File: config.mk
export PLATFORM = sky130hd
export DESIGN_NAME = bcd_serial_adder
export DESIGN_NICKNAME = d
export VERILOG_FILES = /design/src/rtl/bcd_serial_adder_pkg.sv /design/src/rtl/bcd_serial_adder_digit_add.sv /design/src/rtl/bcd_serial_adder.sv
export SDC_FILE = /design/constraint.sdc
export NUM_CORES = 1
export LEC_CHECK = 0
export CAP_MARGIN = 20
export CORE_ASPECT_RATIO = 1.75
export CORE_MARGIN = 2
export CORE_UTILIZATION = 50
export DETAILED_ROUTE_END_ITERATION = 8
export DONT_BUFFER_PORTS = 1
export HOLD_SLACK_MARGIN = 0.03
export PLACE_DENSITY = 0.68
export SYNTH_ARGS = -nofsm -noshare
export SYNTH_HDL_FRONTEND = slang
export SYNTH_SLANG_ARGS = --single-unit
export TNS_END_PERCENT = 20
File: constraint.sdc
create_clock -name clk -period 6.6 [get_ports clk]
set_clock_uncertainty 0.05 [all_clocks]
set_input_delay 0.99 -clock clk [delete_from_list [all_inputs] [get_ports clk]]
set_output_delay 0.99 -clock clk [all_outputs]
set_load 0.005 [all_outputs]
File: src/rtl/bcd_serial_adder_pkg.sv
// ----------------------------------------------------------------------------
// bcd_serial_adder_pkg : shared constants and types for the serial BCD adder
// Revision: 1.0
// ----------------------------------------------------------------------------
`default_nettype none

package bcd_serial_adder_pkg;
  localparam int BCD_MAX  = 9;
  localparam int BCD_CORR = 6;

  typedef logic [3:0] bcd_digit_t;

  typedef enum logic [1:0] {
    IDLE = 2'd0,
    ADD  = 2'd1,
    DONE = 2'd2
  } state_t;
endpackage

`default_nettype wire

File: src/rtl/bcd_serial_adder_digit_add.sv
// ----------------------------------------------------------------------------
// bcd_digit_add : combinational single-digit BCD adder with decimal carry
// Revision: 1.0
// ----------------------------------------------------------------------------
`default_nettype none

module bcd_digit_add
  import bcd_serial_adder_pkg::*;
(
  input  bcd_digit_t a,
  input  bcd_digit_t b,
  input  logic       cin,
  output bcd_digit_t digit,
  output logic       cout
);

  logic [4:0] w_t;

  always_comb begin
    w_t   = {1'b0, a} + {1'b0, b} + {4'b0000, cin};
    digit = w_t[3:0];
    cout  = 1'b0;
    // Above nine, adding six wraps the binary nibble back into decimal range.
    if (w_t > 5'(BCD_MAX)) begin
      digit = w_t[3:0] + 4'(BCD_CORR);
      cout  = 1'b1;
    end
  end

endmodule

`default_nettype wire

File: src/rtl/bcd_serial_adder.sv
// ----------------------------------------------------------------------------
// bcd_serial_adder : digit-serial packed-BCD adder, one digit pair per cycle
// Revision: 1.0
// ----------------------------------------------------------------------------
`default_nettype none

module bcd_serial_adder
  import bcd_serial_adder_pkg::*;
#(
  parameter int DIGITS = 4
) (
  input  logic                clk,
  input  logic                rst_n,
  input  logic                in_valid,
  output logic                in_ready,
  input  logic [4*DIGITS-1:0] a,
  input  logic [4*DIGITS-1:0] b,
  input  logic                cin,
  output logic                out_valid,
  input  logic                out_ready,
  output logic [4*DIGITS-1:0] sum,
  output logic                cout,
  output logic                err
);

  localparam int W    = 4 * DIGITS;
  localparam int IDXW = (DIGITS > 1) ? $clog2(DIGITS) : 1;

  state_t            r_state;
  state_t            w_next;
  logic [IDXW-1:0]   r_idx;
  logic [W-1:0]      r_a;
  logic [W-1:0]      r_b;
  logic [W-1:0]      r_sum;
  logic              r_carry;
  logic              r_cout;
  logic              r_err;

  logic [W-1:0]      w_a_sh;
  logic [W-1:0]      w_b_sh;
  bcd_digit_t        w_digit;
  logic              w_carry;
  logic              w_last;
  logic              w_accept;
  logic              w_err;

  assign in_ready  = (r_state == IDLE);
  assign out_valid = (r_state == DONE);
  assign sum       = r_sum;
  assign cout      = r_cout;
  assign err       = r_err;

  assign w_accept = in_valid && in_ready;
  assign w_last   = (r_idx == IDXW'(DIGITS - 1));

  // Shifting rather than part-selecting keeps the mux in range for DIGITS=1.
  assign w_a_sh = r_a >> {r_idx, 2'b00};
  assign w_b_sh = r_b >> {r_idx, 2'b00};

  bcd_digit_add u_digit (
    .a     (w_a_sh[3:0]),
    .b     (w_b_sh[3:0]),
    .cin   (r_carry),
    .digit (w_digit),
    .cout  (w_carry)
  );

  always_comb begin
    w_err = 1'b0;
    for (int i = 0; i < DIGITS; i++) begin
      if (a[4*i +: 4] > 4'(BCD_MAX) || b[4*i +: 4] > 4'(BCD_MAX)) begin
        w_err = 1'b1;
      end
    end
  end

  always_ff @(posedge clk or negedge rst_n) begin
    if (!rst_n) begin
      r_state <= IDLE;
    end else begin
      r_state <= w_next;
    end
  end

  always_comb begin
    w_next = r_state;
    case (r_state)
      IDLE:    if (w_accept) w_next = ADD;
      ADD:     if (w_last) w_next = DONE;
      DONE:    if (out_ready) w_next = IDLE;
      default: w_next = IDLE;
    endcase
  end

  always_ff @(posedge clk or negedge rst_n) begin
    if (!rst_n) begin
      r_idx   <= '0;
      r_a     <= '0;
      r_b     <= '0;
      r_sum   <= '0;
      r_carry <= 1'b0;
      r_cout  <= 1'b0;
      r_err   <= 1'b0;
    end else begin
      case (r_state)
        IDLE: begin
          if (w_accept) begin
            r_a     <= a;
            r_b     <= b;
            r_idx   <= '0;
            r_carry <= cin;
            r_sum   <= '0;
            r_cout  <= 1'b0;
            r_err   <= w_err;
          end
        end
        ADD: begin
          for (int i = 0; i < DIGITS; i++) begin
            if (r_idx == IDXW'(i)) r_sum[4*i +: 4] <= w_digit;
          end
          r_carry <= w_carry;
          if (w_last) begin
            r_idx  <= '0;
            r_cout <= w_carry;
          end else begin
            r_idx <= r_idx + IDXW'(1);
          end
        end
        default: ;
      endcase
    end
  end

endmodule

`default_nettype wire

==> flow_summary.toml <==
[layout]
layout-drive-gt1-share_pct = 7.86
final_common_cell = "nand2_1"
syn_to_final_growth_pct = 4.56
mostFrequentLayoutCells = "108 x nand2_1, 55 x dfrtp_1, 19 x nand3_1"
layoutNonFillerInstCount = 335
num_antenna_cells = 0
final_util_pct = 53.9
nNetsFinal = 327

[synthesis]
seq_area_frac_synth_pct = 51.2
synth_fa_ha_area_share_pct = 5.68
yosysTopAreaCell = "dfrtp_1"
synth_seq_cells = 55
synth_top_family_by_area = "simple AND/OR/NAND/NOR gates"
synthXorXnorAreaFrac_pct = 0.651
syn-cell-area_mm2 = 0.00269
synth-compound-area-share_pct = 10.3
yosysTopAreaCellShare_pct = 51.2
synth.distinct_cells = 36
synth_flop_cell = "dfrtp_1"
syn_avg_cell_area_um2 = 9.53
synth_warnings = 0
synth_edf_count = 0
synth.area.top_cells = "dfrtp_1 51%, nand2_1 15%, mux4_2 6.7%, ha_1 4.2%, nand3_1 3.5%"
syn-num-nets = 330
synthCells = 282
synth_mux_area_share_pct = 7.07
async_flop_share_pct = 100
synthSimpleGateAreaFrac_pct = 22.1

[critical_path]
worstSetupPathType = "reg2reg"
worstPathArrival_ns = 3.99
worstPathCellList = "mux4_2 > fa_1 > inv_1 > fa_1 > xor2_1 > ha_1 > nand2_1 > a32o_2 > or3_1 > a211oi_2 > o21ai_1"
slowest_stage = "dfrtp_1"
max_stage_delay_ns = 0.75
required_ns = 6.73
critPathMaxFanout = 13
critPathMostFrequentCell = "fa_1"
cp-start-kind = "flip-flop"
cp-end-kind = "flip-flop"

[cts]
holdBufCountCts = 0
cts_resized = 0
post_cts_buffers = 0
cts_root_buf = "clkbuf_8"
h-tree-depth = 2
cts_tree = "yes"
clock_sinks = 55
numCtsBuffers = 5
cts.clk_slew.worst_paths_ns = 0.10
clk_path_buf_depth = 2
clk_latency_ns = 0.31

[min_path]
hp-class = "in2async"

[placement]
portBuffers = 0
dp.cells = 327
hpwl_um = 4180
place.gp.congestion = 0.867

[floorplan]
num_io_pins = 57
num_rows = 35
die_area_mm2 = 0.00600
die_h_um = 101
core_mm2 = 0.00521
initial_utilization_pct = 51.6
die_w_um = 59.4

[detailed_routing]
viasPerCell = 5.88
ant_nets = 0
wirelength_um = 5660
vias = 1970
wire_per_inst_um = 16.9
drc_errors = 0
first_iter_violations = 58
drtPass1Iterations = 4

[grt]
grt_pass1_vias = 2067
antenna_found_initial = 0
grt_pass1_wl_um = 9450
grtUsageTotal_pct = 21.0
grtUsageMet1_pct = 23.1
grt_max_degree = 56
use_met2_pct = 36.7
grt-busiest-layer = "met2"
met3_usage_pct = 3.98
grt_overflow_total = 0

[sta]
worst_slew_pin_slew_ns = 0.853
rsz0062_at_grt = "no"
setup_tns_ns = 0
slew_headroom_pct = 43.0
setup_violations = 0
slew_viol_final = 0
finalCriticalPeriod_ns = 3.86
max_freq_mhz = 259
period_share_pct = 58.4
hold_viol = 0

[run_status]
run_status = "completed"

[flow_run]
maxCapViolCount = 0
path summary, 6_finish.rpt:
check	start	slack [ns]	to	depth (start not counted)
worst max-delay path	r_idx[0]	2.74	sum[6]	11
worst min-delay path	rst_n	0.32	r_a[10]	0
worst max register to register	r_idx[0]	2.74	sum[6]	11
worst min register to register	r_b[13]	0.43	r_b[13]	2
max in group asynchronous	rst_n	6.08	sum[4]	0
min in group clk	r_b[13]	0.43	r_b[13]	2
sequential cells by signal, summed over array words and instances (netlist names):
signal	count
r_a	16
r_b	16
sum	16
r_idx	2
r_state	2
cout	1
err	1
r_carry	1
cell type report:
type	instances	area [µm²]
Clock buffer	6	72.6
Clock inverter	2	12.5
Fill cell	513	2400
Inverter	9	33.8
Multi-Input combinational cell	206	1230
Sequential cell	55	1380
Tap cell	55	68.8
Timing Repair Buffer	2	15.0
routing by layer:
metal,vias to the layer above,wire (µm)
li1,945,-
met1,936,2110
met2,74,3050
met3,15,300
met4,0,202
met5,-,0
cell usage after synthesis, drive strengths merged (2+ instances only):
| library cell | instances |
|---|---|
| nand2 | 108 |
| dfrtp | 55 |
| o21ai | 24 |
| nand3 | 19 |
| clkbuf | 9 |
| ha | 9 |
| inv | 9 |
| mux4 | 8 |
| a21oi | 4 |
| a32o | 3 |
| buf | 3 |
| nor2 | 3 |
| a22o | 2 |
| and3 | 2 |
| fa | 2 |
| nand4 | 2 |
| nor2b | 2 |
| nor3b | 2 |
| xor2 | 2 |
kinds of logic (layout without fill, tap and decap cells):
group,after synthesis,count (layout)
xor+xnor,2,2
flops,55,55
fa+ha+maj,11,11
simple gates,143,143
compound gates,41,41
mux,9,9
buf+inv,21,19
per-stage QoR:
step / hold slack, ns / worst slack (ns) / cell area, µm²
floorplan: 0.390 / 3.07 / 2690
global placement: 0.405 / 2.85 / 2730
detailed placement: 0.411 / 2.75 / 2730
CTS: 0.301 / 2.73 / 2810
global route: 0.295 / 2.44 / 2810
finish: 0.315 / 2.74 / 2810
worst max-delay path, delay by kind of cell, from the launching register on:
family | cells | cell delay, ns
buf+inv | 1 | 0.08
compound gates | 3 | 0.66
simple gates | 2 | 0.38
xor+xnor | 1 | 0.34
flops | 1 | 0.75
mux | 1 | 0.60
fa+ha+maj | 3 | 0.86
Power is left out: the tool's default activity adds up to more than one toggle a clock period on the data nets, which glitch-free logic cannot reach.
